[config.mk]
export PLATFORM = sky130hd
export DESIGN_NAME = cam_array_flat
export DESIGN_NICKNAME = d
export VERILOG_FILES = /design/src/rtl/cam_array_if.sv /design/src/rtl/cam_array.sv /design/src/flat_wrapper.sv
export SDC_FILE = /design/constraint.sdc
export NUM_CORES = 2
export LEC_CHECK = 0
export BUFFER_PORTS_ARGS = -buffer_cell sky130_fd_sc_hd__clkbuf_2
export CORE_MARGIN = 2
export CORE_UTILIZATION = 35
export DETAILED_ROUTE_END_ITERATION = 8
export PLACE_DENSITY_LB_ADDON = 0.1
export SETUP_SLACK_MARGIN = 0.5
export SLEW_MARGIN = 40
export SYNTH_ARGS = -nofsm -noshare
export SYNTH_HDL_FRONTEND = slang
export SYNTH_SLANG_ARGS = --single-unit
[constraint.sdc]
create_clock -name clk_i -period 3.9 [get_ports clk_i]
set_input_delay 0.78 -clock clk_i [delete_from_list [all_inputs] [get_ports clk_i]]
set_output_delay 0.78 -clock clk_i [all_outputs]
set_load 0.03 [all_outputs]
[src/rtl/cam_array_if.sv]
// Request/response bundle between the command decoder and the CAM array.
interface cam_array_if #(
  parameter int WIDTH      = 32,
  parameter int ADDR_WIDTH = 5
);
  logic                  read_enable_i;
  logic [ADDR_WIDTH-1:0] read_index_i;
  logic                  write_enable_i;
  logic [ADDR_WIDTH-1:0] write_index_i;
  logic [WIDTH-1:0]      write_data_i;
  logic                  search_enable_i;
  logic [WIDTH-1:0]      search_data_i;
  logic                  read_valid_o;
  logic [WIDTH-1:0]      read_data_o;
  logic                  read_hit_o;
  logic                  search_valid_o;
  logic                  search_hit_o;
  logic                  search_multi_o;
  logic [ADDR_WIDTH-1:0] search_index_o;
  logic                  drop_o;

  // Requester side: drives commands, receives results.
  modport master (
    output read_enable_i, read_index_i, write_enable_i, write_index_i, write_data_i,
           search_enable_i, search_data_i,
    input  read_valid_o, read_data_o, read_hit_o, search_valid_o, search_hit_o,
           search_multi_o, search_index_o, drop_o
  );

  // CAM side: receives commands, drives results.
  modport slave (
    input  read_enable_i, read_index_i, write_enable_i, write_index_i, write_data_i,
           search_enable_i, search_data_i,
    output read_valid_o, read_data_o, read_hit_o, search_valid_o, search_hit_o,
           search_multi_o, search_index_o, drop_o
  );
endinterface

[src/rtl/cam_array.sv]
// CAM storage and match engine: one read, write or search per cycle.
// Read data returns after one cycle; search results after a 2-stage pipeline.
module cam_array #(
  parameter int WIDTH      = 32,
  parameter int ADDR_WIDTH = 5
) (
  input logic        clk_i,
  input logic        reset_i,
  cam_array_if.slave cam_bus
);
  localparam int DEPTH = 2 ** ADDR_WIDTH;

  logic [WIDTH-1:0]      r_mem [DEPTH];
  logic [DEPTH-1:0]      r_valid;

  logic                  w_rd;
  logic                  w_wr;
  logic                  w_sr;
  logic                  w_drop;
  logic [DEPTH-1:0]      w_match;

  logic                  r_s1_valid;
  logic [DEPTH-1:0]      r_s1_match;
  logic                  w_hit;
  logic                  w_multi;
  logic [ADDR_WIDTH-1:0] w_index;

  logic                  r_read_valid;
  logic [WIDTH-1:0]      r_read_data;
  logic                  r_read_hit;
  logic                  r_search_valid;
  logic                  r_search_hit;
  logic                  r_search_multi;
  logic [ADDR_WIDTH-1:0] r_search_index;
  logic                  r_drop;

  // Fixed priority read > write > search; a drop is any second asserted request.
  always_comb begin
    w_rd   = cam_bus.read_enable_i;
    w_wr   = cam_bus.write_enable_i & ~cam_bus.read_enable_i;
    w_sr   = cam_bus.search_enable_i & ~cam_bus.read_enable_i & ~cam_bus.write_enable_i;
    w_drop = (cam_bus.read_enable_i & (cam_bus.write_enable_i | cam_bus.search_enable_i)) |
             (cam_bus.write_enable_i & cam_bus.search_enable_i);
  end

  // Entry data is not reset; only the valid bits matter after reset.
  always_ff @(posedge clk_i) begin
    if (!reset_i && w_wr) begin
      r_mem[cam_bus.write_index_i] <= cam_bus.write_data_i;
    end
  end

  // Valid bits: cleared by reset, set by an accepted write.
  always_ff @(posedge clk_i) begin
    if (reset_i) begin
      r_valid <= '0;
    end else if (w_wr) begin
      r_valid[cam_bus.write_index_i] <= 1'b1;
    end
  end

  // Parallel compare of the key against every valid entry.
  always_comb begin
    w_match = '0;
    for (int i = 0; i < DEPTH; i++) begin
      w_match[i] = r_valid[i] && (r_mem[i] == cam_bus.search_data_i);
    end
  end

  // Search stage 1: capture the match vector.
  always_ff @(posedge clk_i) begin
    if (reset_i) begin
      r_s1_valid <= 1'b0;
      r_s1_match <= '0;
    end else begin
      r_s1_valid <= w_sr;
      if (w_sr) begin
        r_s1_match <= w_match;
      end
    end
  end

  // Priority encode to the lowest set index; multi when more than one bit is set.
  always_comb begin
    w_index = '0;
    for (int i = DEPTH - 1; i >= 0; i--) begin
      if (r_s1_match[i]) begin
        w_index = ADDR_WIDTH'(i);
      end
    end
    w_hit   = |r_s1_match;
    w_multi = |(r_s1_match & (r_s1_match - DEPTH'(1)));
  end

  // Search stage 2: register the encoded result; fields hold between results.
  always_ff @(posedge clk_i) begin
    if (reset_i) begin
      r_search_valid <= 1'b0;
      r_search_hit   <= 1'b0;
      r_search_multi <= 1'b0;
      r_search_index <= '0;
    end else begin
      r_search_valid <= r_s1_valid;
      if (r_s1_valid) begin
        r_search_hit   <= w_hit;
        r_search_multi <= w_multi;
        r_search_index <= w_index;
      end
    end
  end

  // Read response and drop flag, both one cycle after the request.
  always_ff @(posedge clk_i) begin
    if (reset_i) begin
      r_read_valid <= 1'b0;
      r_read_data  <= '0;
      r_read_hit   <= 1'b0;
      r_drop       <= 1'b0;
    end else begin
      r_read_valid <= w_rd;
      r_drop       <= w_drop;
      if (w_rd) begin
        r_read_data <= r_mem[cam_bus.read_index_i];
        r_read_hit  <= r_valid[cam_bus.read_index_i];
      end
    end
  end

  assign cam_bus.read_valid_o   = r_read_valid;
  assign cam_bus.read_data_o    = r_read_data;
  assign cam_bus.read_hit_o     = r_read_hit;
  assign cam_bus.search_valid_o = r_search_valid;
  assign cam_bus.search_hit_o   = r_search_hit;
  assign cam_bus.search_multi_o = r_search_multi;
  assign cam_bus.search_index_o = r_search_index;
  assign cam_bus.drop_o         = r_drop;
endmodule

[src/flat_wrapper.sv]
// flat-port wrapper written by rule: the top's interface ports become plain ports
module cam_array_flat 
#(
  parameter int WIDTH      = 32,
  parameter int ADDR_WIDTH = 5
)
  (clk_i, reset_i, cam_bus_read_enable_i, cam_bus_read_index_i, cam_bus_write_enable_i, cam_bus_write_index_i, cam_bus_write_data_i, cam_bus_search_enable_i, cam_bus_search_data_i, cam_bus_read_valid_o, cam_bus_read_data_o, cam_bus_read_hit_o, cam_bus_search_valid_o, cam_bus_search_hit_o, cam_bus_search_multi_o, cam_bus_search_index_o, cam_bus_drop_o);
  cam_array_if #(.WIDTH(WIDTH), .ADDR_WIDTH(ADDR_WIDTH)) cam_bus_i ();
  input logic clk_i;
  input logic reset_i;
  input wire logic [$bits(cam_bus_i.read_enable_i)-1:0] cam_bus_read_enable_i;
  input wire logic [$bits(cam_bus_i.read_index_i)-1:0] cam_bus_read_index_i;
  input wire logic [$bits(cam_bus_i.write_enable_i)-1:0] cam_bus_write_enable_i;
  input wire logic [$bits(cam_bus_i.write_index_i)-1:0] cam_bus_write_index_i;
  input wire logic [$bits(cam_bus_i.write_data_i)-1:0] cam_bus_write_data_i;
  input wire logic [$bits(cam_bus_i.search_enable_i)-1:0] cam_bus_search_enable_i;
  input wire logic [$bits(cam_bus_i.search_data_i)-1:0] cam_bus_search_data_i;
  output wire logic [$bits(cam_bus_i.read_valid_o)-1:0] cam_bus_read_valid_o;
  output wire logic [$bits(cam_bus_i.read_data_o)-1:0] cam_bus_read_data_o;
  output wire logic [$bits(cam_bus_i.read_hit_o)-1:0] cam_bus_read_hit_o;
  output wire logic [$bits(cam_bus_i.search_valid_o)-1:0] cam_bus_search_valid_o;
  output wire logic [$bits(cam_bus_i.search_hit_o)-1:0] cam_bus_search_hit_o;
  output wire logic [$bits(cam_bus_i.search_multi_o)-1:0] cam_bus_search_multi_o;
  output wire logic [$bits(cam_bus_i.search_index_o)-1:0] cam_bus_search_index_o;
  output wire logic [$bits(cam_bus_i.drop_o)-1:0] cam_bus_drop_o;
  assign cam_bus_i.read_enable_i = cam_bus_read_enable_i;
  assign cam_bus_i.read_index_i = cam_bus_read_index_i;
  assign cam_bus_i.write_enable_i = cam_bus_write_enable_i;
  assign cam_bus_i.write_index_i = cam_bus_write_index_i;
  assign cam_bus_i.write_data_i = cam_bus_write_data_i;
  assign cam_bus_i.search_enable_i = cam_bus_search_enable_i;
  assign cam_bus_i.search_data_i = cam_bus_search_data_i;
  assign cam_bus_read_valid_o = cam_bus_i.read_valid_o;
  assign cam_bus_read_data_o = cam_bus_i.read_data_o;
  assign cam_bus_read_hit_o = cam_bus_i.read_hit_o;
  assign cam_bus_search_valid_o = cam_bus_i.search_valid_o;
  assign cam_bus_search_hit_o = cam_bus_i.search_hit_o;
  assign cam_bus_search_multi_o = cam_bus_i.search_multi_o;
  assign cam_bus_search_index_o = cam_bus_i.search_index_o;
  assign cam_bus_drop_o = cam_bus_i.drop_o;
  cam_array #(.WIDTH(WIDTH), .ADDR_WIDTH(ADDR_WIDTH)) u_core (.clk_i(clk_i), .reset_i(reset_i), .cam_bus(cam_bus_i));
endmodule
# After elaboration in Yosys (flattened, before gate mapping)
# Memory sizes are Yosys's and may differ from the RTL's. A register that Yosys moved wholly into a read port is not among the register bits.
# Cells that the tools add are included.
[classes] add_sub_neg=1 n_mux=38 n_reduce_logical=37 n_eq_ne=32 bitwise_logic=11 n_lt_le_gt_ge=3
[ops] operator="== test 32 bit" count=32
[ops] operator="2-to-1 mux 5 bit" count=32
[ops] operator="OR reduction 32 bit" count=2
[ops] operator="logical AND 1 bit" count=34
[ops] operator="bitwise AND 32 bit" count=1
[ops] operator="bitwise OR 32 bit" count=1
[ops] operator="subtractor 32 x 1 -> 32 bit, second input constant" count=1
[ops] operator="< comparator 5 x 6 -> 1 bit, second input constant" count=2
[ops] operator="bitwise AND 1 bit" count=5
[ops] operator="binary-select mux 1 bit (select 5 bit)" count=1
[ops] operator="demux 1 bit (select 5 bit)" count=1
[ops] operator="greater-or-equal comparator 5 x 1 -> 1 bit, second input constant" count=1
[ops] operator="2-to-1 mux 1 bit" count=4
[ops] operator="NOT 1 bit" count=2
[ops] operator="bitwise OR 1 bit" count=2
[ops] operator="zero test 1 bit" count=1
[word_totals] mem_bits_rw=1024 ff_bits=76 mem_count=1 elab_cells=133 output_inout_bits=43 inputBits=79
[memory_table] name="u_core.r_mem" depth=32 width=32 rd=33 rd_ports_with_merged_regs=1 write_ports=1 line_no="cam_array.sv:13" source="logic [WIDTH-1:0] r_mem [DEPTH];"

# Longest topological paths before layout
[depth] ltp_word=32 ltp_mapped=8 mapped_depth_nobuf=6

# Worst setup path before layout
# No wires, ideal clock.
[synth_timing] path_type="input port to flip-flop" startpoint="input reset_i" endpoint="memory u_core.r_mem[28][0], enable pin" t_required_ps=3479 slack_ps=341 n_path_buf=3 stages=6 setup_ps=421 t_arrival_ps=3138 path_cell_list="clkbuf_1 -> nor4b_1 -> nand2b_1 -> clkbuf_1 -> clkbuf_1 -> nor2_1"
[synth_between] elab_chain_cells=4
[synth_lines] item="start, declared" line_no="flat_wrapper.sv:10" source="input logic reset_i;"
[synth_lines] item="zero test 1 bit" line_no="cam_array.sv:48" source="if (!reset_i && w_wr) begin"
[synth_lines] item="logical AND 1 bit" line_no="cam_array.sv:48"
[synth_lines] item="2-to-1 mux 1 bit" line_no="cam_array.sv:48"
[synth_lines] item="2-to-1 mux 1 bit (implied by the code)" line_no="cam_array.sv:49" source="r_mem[cam_bus.write_index_i] <= cam_bus.write_data_i;"
[synth_lines] item="end, declared" line_no="cam_array.sv:13"
# Every way passes these cells.

# Worst setup path in the final report
[layout_timing] startpoint="input cam_bus_search_data_i[11]" endpoint="register u_core.r_s1_match[21]"
[layout_between] elab_chain_cells=2
[layout_lines] item="start, declared" line_no="flat_wrapper.sv:17" source="input wire logic [$bits(cam_bus_i.search_data_i)-1:0] cam_bus_search_data_i;"
[layout_lines] item="== test 32 bit" line_no="cam_array.sv:66" source="w_match[i] = r_valid[i] && (r_mem[i] == cam_bus.search_data_i);"
[layout_lines] item="logical AND 1 bit" line_no="cam_array.sv:66"
[layout_lines] item="end signal, assigned" line_no="cam_array.sv:78" source="r_s1_match <= w_match;"
[layout_lines] item="end, declared" line_no="cam_array.sv:23" source="logic [DEPTH-1:0] r_s1_match;"
# Every way passes these cells.
# A chain may end at the register's enable or synchronous reset.

==> impl_metrics.yaml <==
hold_path:
  hold_depth: 3
  hp-class: "in2reg"
  hold-path-endpoint: "u_core.cam_bus.drop_o"
  hp-start: "cam_bus_write_enable_i"
flow_run:
  maxCapViolations: 0
power_and_ir_drop:
  p_per_area_nw_per_um2: 451
  power.leakage_uw: 0.0205
  finalPower_uw: 29200
  peakVddDrop_v: 0.000430
synth:
  async_reset_ff_frac: 0
  synth_top_area_share: 0.559
  synth.net_count: 3611
  synth_most_common_cell: "edfxtp_1"
  yosys_warnings: 0
  synth_edf_count: 1024
  netlist_area_um2: 55000
  synth_seq_cells: 1132
  syn_inst: 3532
  synth_cell_types: 55
  ys_top_cells_by_count: "edfxtp_1 (1,024), xnor2_1 (554), xor2_1 (464), mux4_2 (330), nand4_1 (165)"
  yosysSeqAreaShare: 0.598
  syn_area_per_cell_um2: 15.6
  synthTopCellsByArea: "edfxtp_1 (56%), mux4_2 (14%), xnor2_1 (8.8%)"
  synth_top_cell_by_area: "edfxtp_1"
  synthFlopType: "edfxtp_1"
finish:
  drive_gt1_frac: 0.241
  multi_input_area_um2: 21100
  final_util: 0.414
  finalNetCount: 3883
  final_cells: 5975
  final-seq-area_um2: 32900
  fill_cells: 14200
  area_growth_pct: 17.5
global_routing:
  antenna_found_initial: 32
  grtUsageMet2: 0.459
  use_met3: 0.0675
  overflow: 0
  grt-busiest-layer: "met1"
  grt.met1_usage: 0.463
  grt_max_degree: 69
  groute.usage.overall: 0.315
  grt_pass1_vias: 34800
  grt_first_pass_wirelength_mm: 335
sta:
  finClkSkew_ns: 0.0304
  finalSetupTns_ns: 0
  min_period_over_period: 0.745
  setup_slack_ns: 0.995
  finalSetupViolCount: 0
  rsz0062_at_grt: "no"
  fin_crit_ns: 2.91
  fmax_mhz: 344
  hold_violations: 0
  relSlewSlack: 0.397
  drv_slew: 0
  tightest_slew_ns: 0.904
floorplanning:
  rows: 145
  core_area_um2: 156000
  floorplan.die_area_um2: 160000
  num_io_pins: 122
  die-height_um: 401
  start_util: 0.352
  die_w_um: 401
drt:
  vias: 36300
  wl_mm: 256
  drc: 0
  wl_per_cell_um: 42.9
  first_iter_violations: 5533
  drt-pass1-iter-count: 6
  antenna_left: 0
  vias_per_cell: 6.08
clock_network:
  cts_max_level: 4
  cts_resized: 0
  path_clk_slew_ns: 0.06
  hold_buffers: 0
  cts-root-buf: "clkbuf_16"
  clkLatencyLatePin_ns: 0.81
  cts_tree: "built"
  cts_made_buffers: 135
  cts_buffer_depth: 3
  postCtsSetupRepairBufs: 0
  cts.sinks: 1132
setup_path:
  r2r_slack_ns: 1.06
  reg2reg_depth: 6
  r2r-start: "u_core.r_s1_match[20]"
  worstReg2RegEnd: "u_core.cam_bus.search_multi_o"
  crit_path_max_fanout: 9
  crit_path_end_kind: "flop"
  critical_path_class: "in2reg"
  crit_path_start_kind: "primary input"
  critPathRequiredTime_ns: 4.63
  worstPathArrival_ns: 3.64
placement:
  portBuffers: 121
  place.gp.congestion: 0.971
  dp.cells: 5724
  dp_slack_ns: 0.215
  dp_hpwl_mm: 192
status:
  status: "finished, final reports clean"
==> worst max-delay path, stage by stage <==
cell and delay [ns]:
clkbuf_2 0.38, buf_4 0.32, buf_4 0.25, xor2_1 0.09, nor4_1 0.66, nand3_1 0.14, nor4_1 0.42, nand4_1 0.34
a21oi_1 0.23
==> through the flow <==
stage	hold slack [ns]	cell area (um2)
after floorplan	0.459	55100
after detailed placement	0.463	60300
after CTS	0.216	64700
after global routing	0.268	64700
final	0.256	64700
after global placement	0.459	60300
==> where the power goes <==
part           switching [uW]  internal, uW
registers                 107         13300
clock network            5480          7310
logic                    2040           963
total                    7630         21600
==> registers in the layout, summed over array words and instances, names as in the netlist, 5 cells and up <==
register	flops
u_core.r_mem	1024
u_core.cam_bus.read_data_o	32
u_core.cam_bus.search_index_o	5
u_core.r_valid	32
u_core.r_s1_match	32
==> worst max path at each step <==
stage                                   start  slack, ns                     to
global placement    cam_bus_search_data_i[11]       0.13  u_core.r_s1_match[21]
CTS                 cam_bus_search_data_i[11]       1.05  u_core.r_s1_match[21]
global route        cam_bus_search_data_i[11]       0.87  u_core.r_s1_match[21]
detailed placement  cam_bus_search_data_i[11]       0.22  u_core.r_s1_match[21]
floorplan                             reset_i       0.34    u_core.r_mem[28][0]
finish              cam_bus_search_data_i[11]       0.99  u_core.r_s1_match[21]
==> layer usage <==
metal / share of wire / routed length, um
met2: 0.43 / 111000
met4: 0.036 / 9340
met5: 0.00013 / 33
met3: 0.10 / 26400
met1: 0.43 / 110000
==> final cells by class <==
class | count | area share
tap | 2058 | 0.0398
inverter | 49 | 0.00284
multi-input combinational | 2102 | 0.326
antenna | 4 | 0.000155
timing repair buffer | 384 | 0.0555
sequential | 1132 | 0.509
clock inverter | 76 | 0.0120
clock buffer | 170 | 0.0550
==> cell families (layout without fill, tap and decap cells) <==
kind of cell	count (synthesis)	in the layout	synth area share
AO/OA/AOI/OAI	155	155	0.0183
XOR/XNOR	1018	1018	0.162
adder cells (fa/ha/maj)	2	2	0.000364
buffers and inverters	298	679	0.0235
flip-flops	1132	1132	0.598
multiplexers	365	365	0.141
other	0	4	0
AND/OR/NAND/NOR	562	562	0.0565
==> cells in the final DEF, fill, tap and decap left out, drive strengths merged, types with 42 or more instances in the layout <==
cell type	n
a21oi	42
buf	276
clkbuf	278
clkinv	54
dfxtp	108
edfxtp	1024
inv	58
mux4	330
nand2	42
nand4	166
nor2	120
nor4	164
xnor2	554
xor2	464
Note: power is estimated with default switching activity, not from simulation.
